## config.mk

```make
export PLATFORM = sky130hd
export DESIGN_NAME = lsu_bus_ctrl_flat
export DESIGN_NICKNAME = d
export VERILOG_FILES = /design/src/rtl/lsu_bus_ctrl_pkg.sv /design/src/rtl/lsu_bus_ctrl_if.sv /design/src/rtl/lsu_bus_ctrl_lane_gen.sv /design/src/rtl/lsu_bus_ctrl.sv /design/src/flat_wrapper.sv
export SDC_FILE = /design/constraint.sdc
export NUM_CORES = 1
export LEC_CHECK = 0
export ABC_AREA = 0
export BUFFER_PORTS_ARGS = -buffer_cell sky130_fd_sc_hd__buf_2
export CAP_MARGIN = 5
export CORE_UTILIZATION = 35
export CTS_BUF_LIST = sky130_fd_sc_hd__clkbuf_4
export DETAILED_ROUTE_END_ITERATION = 8
export PLACE_DENSITY = 0.59
export SLEW_MARGIN = 20
export SYNTH_ARGS = -nofsm -noshare
export SYNTH_HDL_FRONTEND = slang
export SYNTH_HIERARCHICAL = 1
export SYNTH_SLANG_ARGS = --single-unit
```

## constraint.sdc

```tcl
create_clock -name clk -period 2.4 [get_ports clk]
set_input_delay 0.24 -clock clk [delete_from_list [all_inputs] [get_ports clk]]
set_output_delay 0.24 -clock clk [all_outputs]
set_load 0.01 [all_outputs]
```

## src/rtl/lsu_bus_ctrl_pkg.sv

```systemverilog
// Shared definitions for the load/store bus controller: access widths,
// exception codes, FSM states and the load-data extension helper.
package lsu_bus_ctrl_pkg;

   localparam logic [1:0] LS_W = 2'b00;
   localparam logic [1:0] LS_H = 2'b01;
   localparam logic [1:0] LS_B = 2'b10;

   localparam logic [4:0] EXC_ADEL = 5'd4;
   localparam logic [4:0] EXC_ADES = 5'd5;

   localparam logic [31:0] DEV_WIN_BYTES = 32'd12;

   typedef enum logic [1:0] {
      S_IDLE  = 2'b00,
      S_CHECK = 2'b01,
      S_BUS   = 2'b10,
      S_RESP  = 2'b11
   } state_e;

   // Picks the addressed lane out of the raw bus word and sign/zero-extends it.
   function automatic logic [31:0] load_extend(input logic [31:0] raw,
                                               input logic [1:0]  op,
                                               input logic        sgn,
                                               input logic [1:0]  off);
      logic [7:0]  b;
      logic [15:0] h;
      b = raw[{off, 3'b000} +: 8];
      h = off[1] ? raw[31:16] : raw[15:0];
      case (op)
         LS_B:    return {{24{sgn & b[7]}}, b};
         LS_H:    return {{16{sgn & h[15]}}, h};
         default: return raw;
      endcase
   endfunction

endpackage

```

## src/rtl/lsu_bus_ctrl_if.sv

```systemverilog
// Shared data-bus signals between the LSU (master) and the DM/timer fabric (slave).
interface lsu_bus_ctrl_if;

   logic        bus_req;
   logic        bus_we;
   logic [31:0] bus_addr;
   logic [3:0]  bus_be;
   logic [31:0] bus_wdata;
   logic        bus_ack;
   logic [31:0] bus_rdata;

   modport master (
      output bus_req, bus_we, bus_addr, bus_be, bus_wdata,
      input  bus_ack, bus_rdata
   );

   modport slave (
      input  bus_req, bus_we, bus_addr, bus_be, bus_wdata,
      output bus_ack, bus_rdata
   );

endinterface

```

## src/rtl/lsu_bus_ctrl_lane_gen.sv

```systemverilog
// Combinational lane decode: byte enables, lane-replicated store data and
// alignment / address-map legality for one latched access.
module lsu_lane_gen
   import lsu_bus_ctrl_pkg::*;
#(
   parameter logic [31:0] DM_TOP    = 32'h0000_2FFF,
   parameter logic [31:0] DEV0_BASE = 32'h0000_7F00,
   parameter logic [31:0] DEV1_BASE = 32'h0000_7F10
) (
   input  logic [1:0]  ls_op,
   input  logic        req_we,
   input  logic [31:0] addr,
   input  logic [31:0] wdata,
   output logic [3:0]  be,
   output logic [31:0] lane_wdata,
   output logic        fault,
   output logic [4:0]  fault_code
);

   logic misalign;
   logic in_dm;
   logic in_dev;

   always_comb begin
      // NOTE: every output of this block gets a default first so no path leaves it unassigned, which would infer a latch.
      be         = 4'b0000;
      lane_wdata = wdata;
      misalign   = 1'b1;
      case (ls_op)
         LS_W: begin
            be       = 4'b1111;
            misalign = |addr[1:0];
         end
         LS_H: begin
            be         = 4'b0011 << {addr[1], 1'b0};
            lane_wdata = {2{wdata[15:0]}};
            misalign   = addr[0];
         end
         LS_B: begin
            be         = 4'b0001 << addr[1:0];
            lane_wdata = {4{wdata[7:0]}};
            misalign   = 1'b0;
         end
         default: ;
      endcase
   end

   assign in_dm  = (addr <= DM_TOP);
   assign in_dev = ((addr >= DEV0_BASE) && (addr < DEV0_BASE + DEV_WIN_BYTES)) ||
                   ((addr >= DEV1_BASE) && (addr < DEV1_BASE + DEV_WIN_BYTES));

   // Timer registers are word-only.
   assign fault      = misalign || (!in_dm && !in_dev) || (in_dev && (ls_op != LS_W));
   assign fault_code = req_we ? EXC_ADES : EXC_ADEL;

endmodule

```

## src/rtl/lsu_bus_ctrl.sv

```systemverilog
// Multi-cycle load/store controller: IDLE -> CHECK -> BUS -> RESP, with bus
// timeout, exception reporting and load-data extension.
module lsu_bus_ctrl
   import lsu_bus_ctrl_pkg::*;
#(
   parameter int          TIMEOUT   = 16,
   parameter logic [31:0] DM_TOP    = 32'h0000_2FFF,
   parameter logic [31:0] DEV0_BASE = 32'h0000_7F00,
   parameter logic [31:0] DEV1_BASE = 32'h0000_7F10
) (
   input  logic                 clk,
   input  logic                 reset_n,
   input  logic                 req_valid,
   input  logic                 req_we,
   input  logic [1:0]           ls_op,
   input  logic                 ls_sign,
   input  logic [31:0]          addr,
   input  logic [31:0]          wdata,
   output logic                 stall,
   output logic                 done,
   output logic [31:0]          rdata,
   output logic                 exc_valid,
   output logic [4:0]           exc_code,
   lsu_bus_ctrl_if.master       bus
);

   state_e      state_q, state_d;
   logic [7:0]  cnt_q, cnt_d;
   logic        we_q, we_d;
   logic [1:0]  op_q, op_d;
   logic        sign_q, sign_d;
   logic [31:0] addr_q, addr_d;
   logic [31:0] wdata_q, wdata_d;
   logic        exc_q, exc_d;
   logic [4:0]  exc_code_q, exc_code_d;
   logic [31:0] rdata_q, rdata_d;
   logic        bus_req_q, bus_req_d;
   logic        bus_we_q, bus_we_d;
   logic [31:0] bus_addr_q, bus_addr_d;
   logic [3:0]  bus_be_q, bus_be_d;
   logic [31:0] bus_wdata_q, bus_wdata_d;

   logic [3:0]  lane_be;
   logic [31:0] lane_wdata;
   logic        fault;
   logic [4:0]  fault_code;

   lsu_lane_gen #(
      .DM_TOP    (DM_TOP),
      .DEV0_BASE (DEV0_BASE),
      .DEV1_BASE (DEV1_BASE)
   ) u_lane_gen (
      .ls_op      (op_q),
      .req_we     (we_q),
      .addr       (addr_q),
      .wdata      (wdata_q),
      .be         (lane_be),
      .lane_wdata (lane_wdata),
      .fault      (fault),
      .fault_code (fault_code)
   );

   always_comb begin
      state_d     = state_q;
      cnt_d       = cnt_q;
      we_d        = we_q;
      op_d        = op_q;
      sign_d      = sign_q;
      addr_d      = addr_q;
      wdata_d     = wdata_q;
      exc_d       = exc_q;
      exc_code_d  = exc_code_q;
      rdata_d     = rdata_q;
      bus_req_d   = bus_req_q;
      bus_we_d    = bus_we_q;
      bus_addr_d  = bus_addr_q;
      bus_be_d    = bus_be_q;
      bus_wdata_d = bus_wdata_q;
      stall       = 1'b0;

      case (state_q)
         S_IDLE: begin
            if (req_valid) begin
               stall      = 1'b1;
               we_d       = req_we;
               op_d       = ls_op;
               sign_d     = ls_sign;
               addr_d     = addr;
               wdata_d    = wdata;
               exc_d      = 1'b0;
               exc_code_d = 5'd0;
               state_d    = S_CHECK;
            end
         end
         S_CHECK: begin
            stall = 1'b1;
            cnt_d = 8'd0;
            if (fault) begin
               exc_d      = 1'b1;
               exc_code_d = fault_code;
               state_d    = S_RESP;
            end else begin
               bus_req_d   = 1'b1;
               bus_we_d    = we_q;
               bus_addr_d  = {addr_q[31:2], 2'b00};
               bus_be_d    = lane_be;
               bus_wdata_d = lane_wdata;
               state_d     = S_BUS;
            end
         end
         S_BUS: begin
            stall = 1'b1;
            // An ack in the final timeout cycle still completes the access.
            if (bus.bus_ack) begin
               bus_req_d = 1'b0;
               bus_we_d  = 1'b0;
               cnt_d     = 8'd0;
               if (!we_q) rdata_d = load_extend(bus.bus_rdata, op_q, sign_q, addr_q[1:0]);
               state_d   = S_RESP;
            end else if (cnt_q == 8'(TIMEOUT - 1)) begin
               bus_req_d  = 1'b0;
               bus_we_d   = 1'b0;
               cnt_d      = 8'd0;
               exc_d      = 1'b1;
               exc_code_d = we_q ? EXC_ADES : EXC_ADEL;
               state_d    = S_RESP;
            end else begin
               cnt_d = cnt_q + 8'd1;
            end
         end
         S_RESP:  state_d = S_IDLE;
         default: state_d = S_IDLE;
      endcase
   end

   // NOTE: state registers use non-blocking assignments so every flop samples the pre-edge values of the others.
   always_ff @(posedge clk or negedge reset_n) begin
      if (!reset_n) begin
         state_q     <= S_IDLE;
         cnt_q       <= 8'd0;
         we_q        <= 1'b0;
         op_q        <= LS_W;
         sign_q      <= 1'b0;
         addr_q      <= 32'd0;
         wdata_q     <= 32'd0;
         exc_q       <= 1'b0;
         exc_code_q  <= 5'd0;
         rdata_q     <= 32'd0;
         bus_req_q   <= 1'b0;
         bus_we_q    <= 1'b0;
         bus_addr_q  <= 32'd0;
         bus_be_q    <= 4'd0;
         bus_wdata_q <= 32'd0;
      end else begin
         state_q     <= state_d;
         cnt_q       <= cnt_d;
         we_q        <= we_d;
         op_q        <= op_d;
         sign_q      <= sign_d;
         addr_q      <= addr_d;
         wdata_q     <= wdata_d;
         exc_q       <= exc_d;
         exc_code_q  <= exc_code_d;
         rdata_q     <= rdata_d;
         bus_req_q   <= bus_req_d;
         bus_we_q    <= bus_we_d;
         bus_addr_q  <= bus_addr_d;
         bus_be_q    <= bus_be_d;
         bus_wdata_q <= bus_wdata_d;
      end
   end

   assign done          = (state_q == S_RESP);
   assign exc_valid     = done && exc_q;
   assign exc_code      = exc_code_q;
   assign rdata         = rdata_q;
   assign bus.bus_req   = bus_req_q;
   assign bus.bus_we    = bus_we_q;
   assign bus.bus_addr  = bus_addr_q;
   assign bus.bus_be    = bus_be_q;
   assign bus.bus_wdata = bus_wdata_q;

endmodule

```

## src/flat_wrapper.sv

```systemverilog
// flat-port wrapper written by rule: the top's interface ports become plain ports
module lsu_bus_ctrl_flat import lsu_bus_ctrl_pkg::*;
#(
   parameter int          TIMEOUT   = 16,
   parameter logic [31:0] DM_TOP    = 32'h0000_2FFF,
   parameter logic [31:0] DEV0_BASE = 32'h0000_7F00,
   parameter logic [31:0] DEV1_BASE = 32'h0000_7F10
)
  (clk, reset_n, req_valid, req_we, ls_op, ls_sign, addr, wdata, stall, done, rdata, exc_valid, exc_code, bus_bus_req, bus_bus_we, bus_bus_addr, bus_bus_be, bus_bus_wdata, bus_bus_ack, bus_bus_rdata);
  lsu_bus_ctrl_if bus_i ();
  input  logic clk;
  input  logic reset_n;
  input  logic req_valid;
  input  logic req_we;
  input  logic [1:0] ls_op;
  input  logic ls_sign;
  input  logic [31:0] addr;
  input  logic [31:0] wdata;
  output logic stall;
  output logic done;
  output logic [31:0] rdata;
  output logic exc_valid;
  output logic [4:0] exc_code;
  output wire logic [$bits(bus_i.bus_req)-1:0] bus_bus_req;
  output wire logic [$bits(bus_i.bus_we)-1:0] bus_bus_we;
  output wire logic [$bits(bus_i.bus_addr)-1:0] bus_bus_addr;
  output wire logic [$bits(bus_i.bus_be)-1:0] bus_bus_be;
  output wire logic [$bits(bus_i.bus_wdata)-1:0] bus_bus_wdata;
  input wire logic [$bits(bus_i.bus_ack)-1:0] bus_bus_ack;
  input wire logic [$bits(bus_i.bus_rdata)-1:0] bus_bus_rdata;
  assign bus_bus_req = bus_i.bus_req;
  assign bus_bus_we = bus_i.bus_we;
  assign bus_bus_addr = bus_i.bus_addr;
  assign bus_bus_be = bus_i.bus_be;
  assign bus_bus_wdata = bus_i.bus_wdata;
  assign bus_i.bus_ack = bus_bus_ack;
  assign bus_i.bus_rdata = bus_bus_rdata;
  lsu_bus_ctrl #(.TIMEOUT(TIMEOUT), .DM_TOP(DM_TOP), .DEV0_BASE(DEV0_BASE), .DEV1_BASE(DEV1_BASE)) u_core (.clk(clk), .reset_n(reset_n), .req_valid(req_valid), .req_we(req_we), .ls_op(ls_op), .ls_sign(ls_sign), .addr(addr), .wdata(wdata), .stall(stall), .done(done), .rdata(rdata), .exc_valid(exc_valid), .exc_code(exc_code), .bus(bus_i));
endmodule
```

==> out/qor.csv <==
metric,value,unit
outcome,"finished, final reports clean",
worst min-delay path class,input pin to register,
total overflow reported by the global router,0,
Pins Over Slew Limit,0,
maximum fanout encountered on the critical timing path,5,
count of cell types in the netlist,53,
worst slew pin tran,0.512,ns
estimated wirelength of the detail-placed design,15700,um
Die Area,24700,sq um
post-synthesis compound-gate area fraction,9.35,%
worst-case vdd ir drop,664,uV
critical path endpoint category,register,
Avg Inst Size Synth,12.0,sq um
standard cell with the maximum stage delay on the critical path,dfrtp_1,
number of enable-type register cells in the synthesized netlist,0,
Boundary Pins,214,
CTS buffer count,17,
count of port buffers added during placement,211,
met1 track demand over resource in global routing,24.5,%
flip-flop cell with the highest count after synthesis,dfrtp_1,
Worst EP required,2.86,ns
fin crit period,2.36,ns
"commonest non-fill, non-tap cell in the layout",buf_2,
xor and xnor fraction of the mapped netlist area,0,%
first-pass detailed-route iteration total,5,
clock latency reported for the late side of the worst-skew pair,0.58,ns
final hold viol count,0,
maximum number of pins on one net before global-route repair,72,
"Cell Area, Synth",8430,sq um
register clock-pin slew on the reported worst setup and hold paths,0.17,ns
Hold Path Depth,4,
layout-stage area growth over the synthesis result,36.0,%
share of async-settable or async-resettable flops after synthesis,100,%
Worst Reg-to-Reg Cells,9,
first-pass GRT wire length,35600,um
number of max-cap violations,0,
longest individual stage delay on the worst path,0.41,ns
post-detailed-route wirelength per cell,17.2,um
Pwr per Cell Area,1020,nW/um^2
Clock Root Buffer,clkbuf_4,
number of violations reported at the end of detailed-routing iteration 0,375,
overall die height,157,um
width of the die,157,um
met2 Use GR,30.4,%
"Cell Count, Final, Fillers Out",1355,
GPL Wtd Cong,0.818,
antenna violation net count after detailed routing,0,
worst slew margin relative to its limit,65.8,%
count of H-tree levels built during CTS,4,
busiest metal layer after global routing,met2,
number of rows in the core area,56,
list of cells traversed by the critical path,inv_2 -> ha_2 -> a211oi_2 -> nand4_1 -> a311o_1 -> and2b_4 -> buf_12 -> clkbuf_16 -> mux2_4,
Clock Path Buffers,2,
unrepaired setup endpoints after global routing,yes,
fin nets,1136,
Cells after DPL,1209,
mux contribution to synthesized area,20.7,%
count of mapped cells out of synthesis,702,
Yosys warning count,6,
data arrival time at the worst-slack endpoint,2.82,ns
initial antenna violation count,3,
clock tree from TritonCTS,done,
Max Fclk,425,MHz
Pleak,5.82,nW
total routing resource utilization after global routing,18.8,%
final-report setup violation count,0,
sum of routed wire length over all layers,23300,um
Core Region,23500,sq um
CTS sink count,184,
number of global-route vias before repair,6652,
CP startpoint kind,register,
post-route DRC violation count,0,
hold slack,0.0870,ns
met3 Use GR,3.83,%
worst setup skew after layout,0.0469,ns
ratio of final minimum period to clock period,98.1,%
Starting Density,35.8,%
critical path class,register to register,
largest family of logic cells by synthesized area,multiplexers,
number of synthesized register bits,184,
adder-cell area share of the yosys netlist,1.78,%
portion of the post-synthesis area used by sequential elements,54.6,%
drt via density,4.89,
most used cells in the layout excluding fill and tap cells,"buf_2 (210), dfrtp_1 (184), mux2_2 (123)",
vias post-DR,6627,
fraction of layout cells with a size suffix above 1,43.2,%
"share of synthesized cell area in and, or, nand and nor gates",8.85,%
-- critical path, delay by kind of cell, from the launching register on --
kind,cells,cell delay (ns)
simple gates,2,0.48
buf+inv,3,0.36
mux,1,0.29
flops,1,0.41
fa+ha+maj,1,0.18
compound gates,2,0.53
-- layer usage --
metal  up-vias  routed length, um
met3        31               1110
met1      3259              10300
met4         0                515
li1       3127                  -
met5         -                  0
met2       210              11400
-- cell type report --
cell class              instances  area [sq um]
inverters                      28           109
repair buffers                351          2500
multi-input cells             438          3530
fillers                      2179         12100
clock inverters                15           180
clock buffers                  17           128
flip-flops and latches        184          4600
well taps                     319           399
diodes                          3          7.51
-- path summary, 6_finish.rpt --
check	start	to	slack, ns
setup / recovery	u_core/op_q[1]	u_core/bus.bus_wdata[1]	0.04
hold / removal	bus_bus_rdata[0]	u_core/rdata[0]	0.09
setup reg to reg	u_core/op_q[1]	u_core/bus.bus_wdata[1]	0.04
hold reg to reg	u_core/bus.bus_req	u_core/bus.bus_req	0.51
max in group asynchronous	reset_n	u_core/bus.bus_wdata[1]	1.44
min in group asynchronous	reset_n	u_core/rdata[20]	0.22
-- cell usage after synthesis (2+ instances only) --
cell type	n	area (sq um)
o21ai_1	5	25.0
o21ai_0	21	105
and3_1	6	37.5
o22ai_1	16	100
a31oi_1	2	12.5
nand4_1	3	18.8
and2_1	3	18.8
conb_1	3	11.3
mux2i_1	3	30.0
a21o_1	3	22.5
o2bb2ai_1	2	17.5
nand3_1	46	230
dfrtp_1	184	4600
nor2b_1	4	25.0
and2b_1	2	15.0
mux2_4	6	90.1
nand2_1	50	188
mux2_2	134	1510
buf_4	15	113
mux2_1	10	113
nor2_1	18	67.6
a22oi_1	17	128
a21oi_1	24	120
buf_2	15	75.1
ha_1	12	150
a211oi_1	3	22.5
buf_1	9	33.8
a22o_1	16	140
nor4_2	3	37.5
nand2b_1	4	25.0
clkbuf_1	16	60.1
inv_1	26	97.6
-- stage by stage --
stage / setup slack, ns / setup TNS, ns / util, % / total power [mW] / cell area [sq um]
4_1_cts: -0.000861 / -0.000861 / 47.6 / 11.6 / 11200
5_1_grt: -0.0459 / -0.388 / 48.7 / 12.4 / 11500
6_report: 0.0447 / 0 / 48.7 / 11.6 / 11500
3_5_place_dp: -0.0274 / -0.0824 / 42.2 / 9.59 / 9940
3_3_place_gp: 0.0176 / 0 / 42.2 / 9.52 / 9940
2_1_floorplan: -0.0326 / -1.30 / - / 7.96 / 8440
-- cells by family (layout without fill, tap and decap cells) --
group | Yosys count | in the layout
AND/OR/NAND/NOR | 148 | 148
adder cells (fa/ha/maj) | 12 | 12
buffers and inverters | 83 | 411
AO/OA/AOI/OAI | 119 | 119
multiplexers | 153 | 153
flip-flops | 184 | 184
other | 3 | 9
-- where the power goes --
part / total, mW / internal, mW / switching [mW] / leakage [nW]
logic: 5.10 / 2.42 / 2.68 / 3.28
clock network: 1.86 / 0.663 / 1.20 / 0.161
registers: 4.68 / 4.00 / 0.686 / 2.38
total: 11.6 / 7.08 / 4.56 / 5.82
-- flip-flops by register name (all words and copies together) (netlist names), 2 cells and up --
register              cells
u_core/bus.bus_addr      30
u_core/addr_q            32
u_core/bus.bus_wdata     32
u_core/state_q            2
u_core/rdata             32
u_core/op_q               2
u_core/bus.bus_be         4
u_core/exc_code           5
u_core/wdata_q           32
u_core/cnt_q              8
-- repair_timing --
| item | in CTS | in global routing |
|---|---|---|
| hold buffers | 95 | 0 |
| buffers inserted | 1 | 12 |
| endpoints found under the setup margin | 37 | 67 |
| gates resized for setup | 2 | 21 |
| hold endpoints to repair | 149 | 0 |
| cloned | 0 | 3 |
| pin swaps | 3 | 3 |
No activity file was read; power rests on OpenSTA's default activity.
